## src/rtl/alu_sequencer.sv

```systemverilog
// alu_sequencer: multi-cycle front-end for the 32-bit combinational ALU.
// Accepts one request at a time, drives the ALU from registered operands,
// gates execution on a condition code evaluated against the NZVC register,
// and holds the captured response until the consumer takes it.
module alu_sequencer #(
  parameter int WIDTH = 32
) (
  input  logic             clk,
  input  logic             rst,
  // request channel
  input  logic             req_valid,
  output logic             req_ready,
  input  logic [3:0]       req_op,
  input  logic [WIDTH-1:0] req_a,
  input  logic [WIDTH-1:0] req_b,
  input  logic [3:0]       req_cond,
  input  logic             req_setflags,
  // ALU interface
  output logic [WIDTH-1:0] alu_reg1,
  output logic [WIDTH-1:0] alu_reg2,
  output logic [3:0]       alu_operation,
  input  logic [WIDTH-1:0] alu_result,
  input  logic             alu_z,
  input  logic             alu_n,
  input  logic             alu_v,
  input  logic             alu_c,
  // response channel
  output logic             rsp_valid,
  input  logic             rsp_ready,
  output logic [WIDTH-1:0] rsp_result,
  output logic             rsp_executed,
  output logic             rsp_illegal,
  // architectural state
  output logic [3:0]       flags,
  output logic             busy
);

  localparam logic [1:0] ST_IDLE = 2'd0;
  localparam logic [1:0] ST_EXEC = 2'd1;
  localparam logic [1:0] ST_RESP = 2'd2;

  logic [1:0]       state_q, state_d;
  logic [WIDTH-1:0] reg1_q, reg1_d;
  logic [WIDTH-1:0] reg2_q, reg2_d;
  logic [3:0]       op_q, op_d;
  logic [3:0]       cond_q, cond_d;
  logic             setflags_q, setflags_d;
  logic [WIDTH-1:0] result_q, result_d;
  logic             executed_q, executed_d;
  logic             illegal_q, illegal_d;
  logic [3:0]       flags_q, flags_d;

  logic legal;
  logic pass;
  logic executed;

  // flags register layout is {N,Z,C,V}
  logic flag_n, flag_z, flag_c, flag_v;
  assign flag_n = flags_q[3];
  assign flag_z = flags_q[2];
  assign flag_c = flags_q[1];
  assign flag_v = flags_q[0];

  // Opcode legality: only the opcodes the ALU actually implements
  always_comb begin
    legal = 1'b0;
    case (op_q)
      4'b0000, 4'b0001, 4'b0010, 4'b0011, 4'b0100,
      4'b1000, 4'b1001, 4'b1110, 4'b1111: legal = 1'b1;
      default:                           legal = 1'b0;
    endcase
  end

  // Condition check against the flags as they stand at the start of EXEC
  always_comb begin
    pass = 1'b0;
    case (cond_q)
      4'b0000: pass = flag_z;
      4'b0001: pass = !flag_z;
      4'b0010: pass = flag_c;
      4'b0011: pass = !flag_c;
      4'b0100: pass = flag_n;
      4'b0101: pass = !flag_n;
      4'b0110: pass = flag_v;
      4'b0111: pass = !flag_v;
      4'b1000: pass = flag_c && !flag_z;
      4'b1001: pass = !flag_c || flag_z;
      4'b1010: pass = (flag_n == flag_v);
      4'b1011: pass = (flag_n != flag_v);
      4'b1100: pass = !flag_z && (flag_n == flag_v);
      4'b1101: pass = flag_z || (flag_n != flag_v);
      4'b1110: pass = 1'b1;
      default: pass = 1'b0;
    endcase
  end

  assign executed = legal && pass;

  // Next-state logic for the IDLE -> EXEC -> RESP sequence
  always_comb begin
    state_d    = state_q;
    reg1_d     = reg1_q;
    reg2_d     = reg2_q;
    op_d       = op_q;
    cond_d     = cond_q;
    setflags_d = setflags_q;
    result_d   = result_q;
    executed_d = executed_q;
    illegal_d  = illegal_q;
    flags_d    = flags_q;
    case (state_q)
      ST_IDLE: begin
        if (req_valid) begin
          reg1_d     = req_a;
          reg2_d     = req_b;
          op_d       = req_op;
          cond_d     = req_cond;
          setflags_d = req_setflags;
          state_d    = ST_EXEC;
        end
      end
      ST_EXEC: begin
        // ALU flags are taken verbatim; only their packing order changes
        result_d   = executed ? alu_result : '0;
        if (executed && setflags_q) begin
          flags_d = {alu_n, alu_z, alu_c, alu_v};
        end
        executed_d = executed;
        illegal_d  = !legal;
        state_d    = ST_RESP;
      end
      ST_RESP: begin
        if (rsp_ready) begin
          state_d = ST_IDLE;
        end
      end
      default: state_d = ST_IDLE;
    endcase
  end

  // State registers; reset wins over any handshake in flight
  always_ff @(posedge clk) begin
    if (rst) begin
      state_q    <= ST_IDLE;
      reg1_q     <= '0;
      reg2_q     <= '0;
      op_q       <= 4'b0000;
      cond_q     <= 4'b0000;
      setflags_q <= 1'b0;
      result_q   <= '0;
      executed_q <= 1'b0;
      illegal_q  <= 1'b0;
      flags_q    <= 4'b0000;
    end else begin
      state_q    <= state_d;
      reg1_q     <= reg1_d;
      reg2_q     <= reg2_d;
      op_q       <= op_d;
      cond_q     <= cond_d;
      setflags_q <= setflags_d;
      result_q   <= result_d;
      executed_q <= executed_d;
      illegal_q  <= illegal_d;
      flags_q    <= flags_d;
    end
  end

  assign req_ready     = (state_q == ST_IDLE);
  assign rsp_valid     = (state_q == ST_RESP);
  assign busy          = (state_q != ST_IDLE);
  assign alu_reg1      = reg1_q;
  assign alu_reg2      = reg2_q;
  assign alu_operation = op_q;
  assign rsp_result    = result_q;
  assign rsp_executed  = executed_q;
  assign rsp_illegal   = illegal_q;
  assign flags         = flags_q;

endmodule

```

## config.mk

```make
export PLATFORM = sky130hd
export DESIGN_NAME = alu_sequencer
export DESIGN_NICKNAME = d
export VERILOG_FILES = /design/src/rtl/alu_sequencer.sv
export SDC_FILE = /design/constraint.sdc
export NUM_CORES = 1
export LEC_CHECK = 0
export BUFFER_PORTS_ARGS = -buffer_cell sky130_fd_sc_hd__buf_2
export CORE_UTILIZATION = 38
export DETAILED_ROUTE_END_ITERATION = 12
export HOLD_SLACK_MARGIN = 0.05
export PLACE_DENSITY = 0.82
export RECOVER_POWER = 50
export SYNTH_ARGS = -nofsm -noshare
export SYNTH_HDL_FRONTEND = slang
export SYNTH_SLANG_ARGS = --single-unit
```

## constraint.sdc

```tcl
create_clock -name clk -period 1.85 [get_ports clk]
set_clock_uncertainty 0.05 [all_clocks]
set_input_delay 0 -clock clk [delete_from_list [all_inputs] [get_ports clk]]
set_output_delay 0 -clock clk [all_outputs]
set_load 0.01 [all_outputs]
```

After elaboration in Yosys (flattened, before gate mapping)
Memories as Yosys holds them, arrays and structs flattened. A register that Yosys moved wholly into a read port is not among the register bits.
Cells that the tools add are included.
W data, S select, Z words.

operators by class
  multiplexer cells = 7
  equality and inequality tests = 20
  reductions and logical operators = 17

operators with widths
  cell                  count
  $mux W32              1
  $eq A4 B4 Y1 const B  7
  $eq A4 B3 Y1 const B  4
  $pmux W1 S15          1
  $eq A4 B2 Y1 const B  2
  $mux W4               2
  $pmux W2 S3           1
  $reduce_and A2 Y1     3
  $logic_not A1 Y1      5
  $eq A4 B1 Y1 const B  1
  $logic_and A1 B1 Y1   4
  $logic_not A4 Y1      1
  $mux W2               2
  $eq A2 B1 Y1 const B  1
  $eq A2 B2 Y1 const B  1
  $logic_not A2 Y1      1
  $logic_or A1 B1 Y1    2
  $ne A2 B1 Y1 const B  1
  $ne A2 B2 Y1 const B  1
  $reduce_bool A2 Y1    1
  $eq A1 B1 Y1          1
  $ne A1 B1 Y1          1

storage, ports and cells
  output and inout bits = 109
  bits in registers = 113
  bits of input ports = 113
  bits in read-only memories = 16
  word-level logic and storage cells = 55
  memories = 1

memories
  name              depth  width  rd ports  clocked after Yosys merged registers in  wr ports  RTL line  source
  (name not given)  16     1      1         1                                        0         67        case (op_q)

Logic depth before layout (Yosys ltp)
Gate-level depths: netlist of run 1.

  depth after elaboration = 6
  depth in mapped cells = 8
  depth with buffers taken out = 6

Worst setup path before layout of run 1
No wires, ideal clock.

  path type = flip-flop to flip-flop
  from = reg cond_q[2]
  to = reg result_q[22] (netlist: rsp_result[22])
  path buffers = 2
  setup time = 0.117 ns
  cell stages (with the launch flop) = 9
  arrival time = 1.704 ns
  slack = -0.021 ns
  path through = dfxtp_1 > buf_6 > mux2i_1 > nor2_1 > a311oi_2 > a211oi_2 > o31a_4 > buf_6 > a22o_1

on the way
  cells in the longest elaborated chain, start to end = 4
  elaborated cells on any way between the ends = 18

ends and longest elaborated chain
  what                                  RTL line  source
  start, declared                       46        logic [3:0] cond_q, cond_d;
  start signal, assigned                159       cond_q <= cond_d;
  $eq A4 B4 Y1 (tied with other cells)  77        case (cond_q)
  $pmux W1 S15 (*)                      77
  $logic_and A1 B1 Y1 (*)               97        assign executed = legal && pass;
  $mux W32 (*)                          124       result_d = executed ? alu_result : '0;
  end signal, assigned                  161       result_q <= result_d;
  end, declared                         48        logic [WIDTH-1:0] result_q, result_d;

Every way passes the cells marked *; elsewhere a longest branch is shown, timed or not.
A chain may end at the register's enable or synchronous reset.

Worst setup path in the final report of run 1
  from = reg cond_q[2]
  to = reg result_q[29] (netlist: rsp_result[29])

Same word-level chain as after synthesis.

==> results of run 1 <==
## power by group through the flow
stage	Sequential [mW]	Clock, mW	Combinational [mW]
2_1_floorplan	2.73	0	0.286
5_1_grt	2.66	3.83	0.922
6_report	2.65	3.65	0.849
3_5_place_dp	2.69	0	0.638
3_3_place_gp	2.68	0	0.616
4_1_cts	2.64	3.69	0.840
## sequential cells by signal (all words and copies together), names as in the netlist
name           flops
rsp_executed       1
legal              1
flags              4
rsp_result        32
alu_operation      4
setflags_q         1
rsp_illegal        1
alu_reg2          32
cond_q             4
alu_reg1          32
state_q            2
## worst paths after layout
check	start	endpoint	slack, ps	cells after the start
setup / recovery	cond_q[2]	rsp_result[29]	-130	6
hold / removal	alu_result[4]	rsp_result[4]	190	3
setup reg to reg	cond_q[2]	rsp_result[29]	-130	6
hold reg to reg	setflags_q	setflags_q	400	2
## metrics by stage
stage               TNS [ps]  util, %
CTS                    -1669    70.06
floorplan                  0        -
global placement      -99.70    51.45
global route           -4913    69.34
detailed placement     -3553    51.45
finish                 -3831    69.34
## cell usage in the layout, fill, tap and decap left out, drive strengths merged, types with 2 or more instances in the layout
cell / instances
a22o: 32
dfxtp: 114
a21o: 2
nor2: 7
dlygate4sd3: 114
nor2b: 3
a211oi: 2
nand2: 148
buf: 150
o31a: 4
a21oi: 75
nor4: 2
clkinv: 3
mux2i: 8
bufinv: 6
nand2b: 8
clkbuf: 115
inv: 4
nand3: 2
## routing by layer
layer  vias up  routed length [um]
met3        61                 908
met1      2216                5590
met5         -                   0
met2       248                7783
met4         0                 722
li1       2237                   -
## cells by family after synthesis
| logic type | after synthesis |
|---|---|
| flops | 114 |
| xor+xnor | 2 |
| buf+inv | 38 |
| mux | 8 |
| simple gates | 178 |
| compound gates | 117 |
## worst max-delay path: stages (launching register included)
cell	delay (ps)
dfxtp_4	390
mux2i_4	250
nor2_2	70
a311oi_2	360
a211oi_4	140
o31a_4	400
a22o_1	220
## repair_timing
action,4_1_cts,5_1_grt
resized for setup,14,8
cloned,3,0
setup buffers,3,1
endpoints found under the hold margin,113,0
endpoints found under the setup margin,37,84
pin swaps,9,4
hold buffers,114,0
## final cells by class
class	count	area [um^2]
fill	768	3166
inverter	4	15.01
tap	136	170.2
multi-input combinational	308	1714
sequential	114	2293
clock inverter	10	202.7
clock buffer	22	462.9
timing repair buffer	357	2300
==> flow_metrics.py, run 1 <==
metrics = {
    "timing": {
        "hold_ws_ps": 191.4,
        "tightest_slew_ps": 847.2,
        "fin_crit_ps": 1984,
        "setup_viol": 37,
        "worst_slack_ps": -134.4,
        "rsz0062_at_grt": "true",
        "max_freq_mhz": 503.9,
        "max-slew-margin-rel_pct": 43.52,
        "fin_crit_sh_pct": 107.3,
        "maxSlewViolCount": 0,
        "hold_viol_final": 0,
    },
    "power": {
        "netSwitchingFraction_pct": 22.36,
        "clkPwrFrac_pct": 51.0,
        "p_seq_share_pct": 37.1,
        "totalPowerFinal_mw": 7.149,
        "p_sw_mw": 1.598,
        "p_comb_share_pct": 11.9,
        "power_leakage_nw": 3.068,
        "vdd_drop_max_uv": 635.0,
        "p_int_mw": 5.551,
        "power_density_mw_per_mm2": 998.7,
    },
    "yosys": {
        "synth_compound_area_share_pct": 18.84,
        "ys_seq_elements": 114,
        "synth_area_leaders": "dfxtp_1, nand2_1, a21oi_1, a22o_1, clkbuf_1",
        "async_flop_share_pct": 0,
        "synthXorXnorAreaFrac_pct": 0.4317,
        "synthAdderAreaFrac_pct": 0,
        "synth.distinct_cells": 36,
        "synth_ff_type": "dfxtp_1",
        "synth.top_cell.area_share_pct": 56.24,
        "synth_area_per_cell_um2": 8.879,
        "yosys_warnings": 0,
        "synth_top_family_by_area": "compound AO/OA/AOI/OAI gates",
        "synth_common_cells": "nand2_1, dfxtp_1, a21oi_1",
        "synth.most_common_cell": "nand2_1",
        "synth-simple-area-share_pct": 18.10,
        "ys_seq_area_share_pct": 56.24,
        "syn_inst": 457,
        "syn-num-nets": 570,
        "netlist_area_mm2": 0.004058,
        "synth_mux_area_share_pct": 1.973,
        "yosys.area.top_type": "dfxtp_1",
        "synth_edf_count": 0,
    },
    "global_route": {
        "gr-total-overflow": 0,
        "grt_max_degree": 86,
        "grt_pass1_vias": 4959,
        "grtUsageMet3_pct": 6.617,
        "grt_util_met1_pct": 27.56,
        "grt_util_all_layers_pct": 27.13,
        "grtUsageMet2_pct": 49.53,
        "grt_pass1_wl_um": 23520,
        "antenna_found_initial": 0,
        "busiest_layer": "met2",
    },
    "floorplan": {
        "ios": 222,
        "die_h_um": 105.3,
        "fp-row-count": 37,
        "core_region_area_mm2": 0.01032,
        "die_w_um": 105.3,
        "dieArea_mm2": 0.01110,
        "start_util_pct": 39.30,
    },
    "clock_network": {
        "cts-htree-levels": 4,
        "cts_buffer_depth": 2,
        "clkTransAtPathRegs_ps": 60,
        "insertion_delay_ps": 500,
        "cts_tree": "done",
        "cts_sinks": 114,
        "numCtsBuffers": 17,
        "clk_root_buffer_cell": "clkbuf_8",
    },
    "place": {
        "dpl_cell_area_mm2": 0.005311,
        "dp_hpwl_um": 7879,
        "io_buffers": 221,
        "gp_congestion": 0.8169,
        "dp.cells": 798,
        "pre_cts_ws_ps": -120.7,
    },
    "drt": {
        "drtIter0Drc": 246,
        "drt-total-wl_um": 15010,
        "wire_per_inst_um": 15.78,
        "ant_nets": 0,
        "vias": 4762,
        "routed_via_density": 5.007,
        "firstDrtPassIters": 5,
        "drc": 0,
    },
    "layout": {
        "fin_nets": 915,
        "stdcell_count": 951,
        "syn_to_final_growth_pct": 76.41,
        "drive_gt1_share_pct": 25.03,
        "antenna-diode-count": 0,
        "fin_area_mm2": 0.007158,
    },
    "critical_path": {
        "startpoint_type": "flop",
        "crit_type": "reg -> reg",
        "crit_path_max_fanout": 16,
        "cp_data_required_time_ps": 2190,
        "end_kind": "flop",
        "arrival_ps": 2320,
    },
    "status": {
        "violations": "setup timing",
        "status": "finished, violations left",
    },
    "job": {
        "max_cap_violations": 0,
    },
    "worst_hold_path": {
        "hold_path.class": "in -> reg",
    },
}
Note: power is estimated with default switching activity, not from simulation.
==> run 2: changes to the inputs <==
==> constraint.sdc (replaced) <==
create_clock -name clk -period 1.85 [get_ports clk]
set_clock_uncertainty 0.05 [all_clocks]
set_input_delay 0 -clock clk [delete_from_list [all_inputs] [get_ports clk]]
set_output_delay 0 -clock clk [all_outputs]
set_load 0.05 [all_outputs]
==> run 2 against run 1 <==
  * Sequential power about the same
  * Maximum frequency fell by 3.8%
  * Worst hold slack better by 0.95 ps
  * Combinational power increased by 40%
  * Critical path depth increased by 1
  * The flow still finishes with violations (setup timing)
  * Sequential share of layout area grew 0.094 points
  * Register-to-register slack got worse by 80 ps
  * Highest routed layer unchanged
  * Die area unchanged
  * Critical endpoint is now flags[0]
  * Utilization is 0.061 points higher
  * Global-route usage down 0.067 points
==> flow_metrics.py, run 2 (same netlist as run 1, synthesis figures left out) <==
metrics = {
    "global_route": {
        "grt_pass1_wl_um": 23600,
        "grt_max_degree": 86,
        "antenna_found_initial": 0,
        "gr-total-overflow": 0,
        "grt_pass1_vias": 4980,
        "grt_util_all_layers_pct": 27.07,
    },
    "floorplan": {
        "core_region_area_mm2": 0.01032,
        "ios": 222,
        "dieArea_mm2": 0.01110,
        "die_h_um": 105.3,
        "die_w_um": 105.3,
        "start_util_pct": 39.30,
        "fp-row-count": 37,
    },
    "critical_path": {
        "arrival_ps": 2420,
        "end_kind": "flop",
        "crit_type": "reg -> reg",
        "crit_path_max_fanout": 6,
        "cp_data_required_time_ps": 2210,
        "startpoint_type": "flop",
    },
    "clock_network": {
        "cts_tree": "done",
        "cts-htree-levels": 4,
        "insertion_delay_ps": 500,
        "cts_sinks": 114,
        "clkTransAtPathRegs_ps": 60,
        "numCtsBuffers": 17,
        "cts_buffer_depth": 2,
        "clk_root_buffer_cell": "clkbuf_8",
    },
    "status": {
        "status": "finished, violations left",
        "violations": "setup timing",
    },
    "place": {
        "gp_congestion": 0.9021,
        "dpl_cell_area_mm2": 0.005280,
        "pre_cts_ws_ps": -101.5,
        "io_buffers": 221,
        "dp_hpwl_um": 7718,
        "dp.cells": 790,
    },
    "layout": {
        "syn_to_final_growth_pct": 76.56,
        "drive_gt1_share_pct": 25.80,
        "layout_common_cells": "nand2_1, buf_2, dlygate4sd3_1",
        "antenna-diode-count": 0,
        "stdcell_count": 946,
        "fin_area_mm2": 0.007164,
        "final_common_cell": "nand2_1",
        "fin_nets": 910,
        "num-fill-cells": 806,
    },
    "drt": {
        "vias": 4776,
        "ant_nets": 0,
        "drc": 0,
        "routed_via_density": 5.049,
        "firstDrtPassIters": 5,
        "drt-total-wl_um": 15270,
        "drtIter0Drc": 258,
        "wire_per_inst_um": 16.14,
    },
    "timing": {
        "worst_slack_ps": -213.6,
        "max_freq_mhz": 484.6,
        "tightest_slew_ps": 853.4,
        "setup_viol": 37,
        "hold_ws_ps": 192.4,
        "fin_crit_sh_pct": 111.5,
        "maxSlewViolCount": 0,
        "max-slew-margin-rel_pct": 43.11,
        "fin_crit_ps": 2064,
        "hold_viol_final": 0,
        "rsz0062_at_grt": "true",
    },
    "power": {
        "power_density_mw_per_mm2": 1024,
        "vdd_drop_max_uv": 814.9,
        "power_leakage_nw": 3.035,
        "totalPowerFinal_mw": 7.340,
    },
    "job": {
        "max_cap_violations": 0,
    },
    "worst_hold_path": {
        "hold_path.class": "in -> reg",
    },
}
## run 2: path summary, 6_finish.rpt
path            startpoint  slack, ps  cells after the start       endpoint
max              cond_q[2]       -210                      7       flags[0]
min          alu_result[2]        190                      3  rsp_result[2]
max reg2reg      cond_q[2]       -210                      7       flags[0]
min reg2reg   alu_reg1[28]        400                      2   alu_reg1[28]
## run 2: critical path, stage by stage (launching register included)
cell	delay, ps
dfxtp_4	380
mux2i_4	260
nor2_2	70
a311oi_2	290
a211oi_4	130
buf_12	160
o31ai_4	360
mux2i_1	280
## run 2: cell type report
type                            instances  area (um^2)  share of cell area, %
Sequential cell                       114         2302                  32.13
Multi-Input combinational cell        309         1767                  24.66
Inverter                                4        15.01                 0.2096
Tap cell                              136        170.2                  2.375
Clock buffer                           18        439.2                  6.130
Timing Repair Buffer                  351         2271                  31.70
Clock inverter                         14        200.2                  2.794
## run 2: routing by layer
metal	GRT usage (%)	up-vias	share of wire, %
li1	-	2232	-
met4	17.81	0	5.5
met5	0	-	0
met3	5.999	75	5.4
met1	27.48	2235	37
met2	49.58	234	53
## run 2: power by group
group / internal [mW] / total, mW / switching [mW] / leakage, nW
Combinational: 0.419 / 1.19 / 0.770 / 1.80
Clock: 2.29 / 3.50 / 1.21 / 0.304
Sequential: 2.57 / 2.65 / 0.0784 / 0.936
Total: 5.28 / 7.34 / 2.06 / 3.03
## run 2: through the flow
stage / utilization (%) / TNS [ps]
5_1_grt: 69.40 / -4610
6_report: 69.40 / -2972
3_3_place_gp: 51.15 / 0
2_1_floorplan: - / 0
4_1_cts: 69.47 / -273.3
3_5_place_dp: 51.15 / -2771
## run 2: timing repair
action,in CTS,in global routing
hold buffers,115,0
gates cloned,3,1
resized for setup,9,16
pin swaps,11,6
endpoints found under the setup margin,37,38
hold endpoints to repair,112,0
buffers inserted,5,2
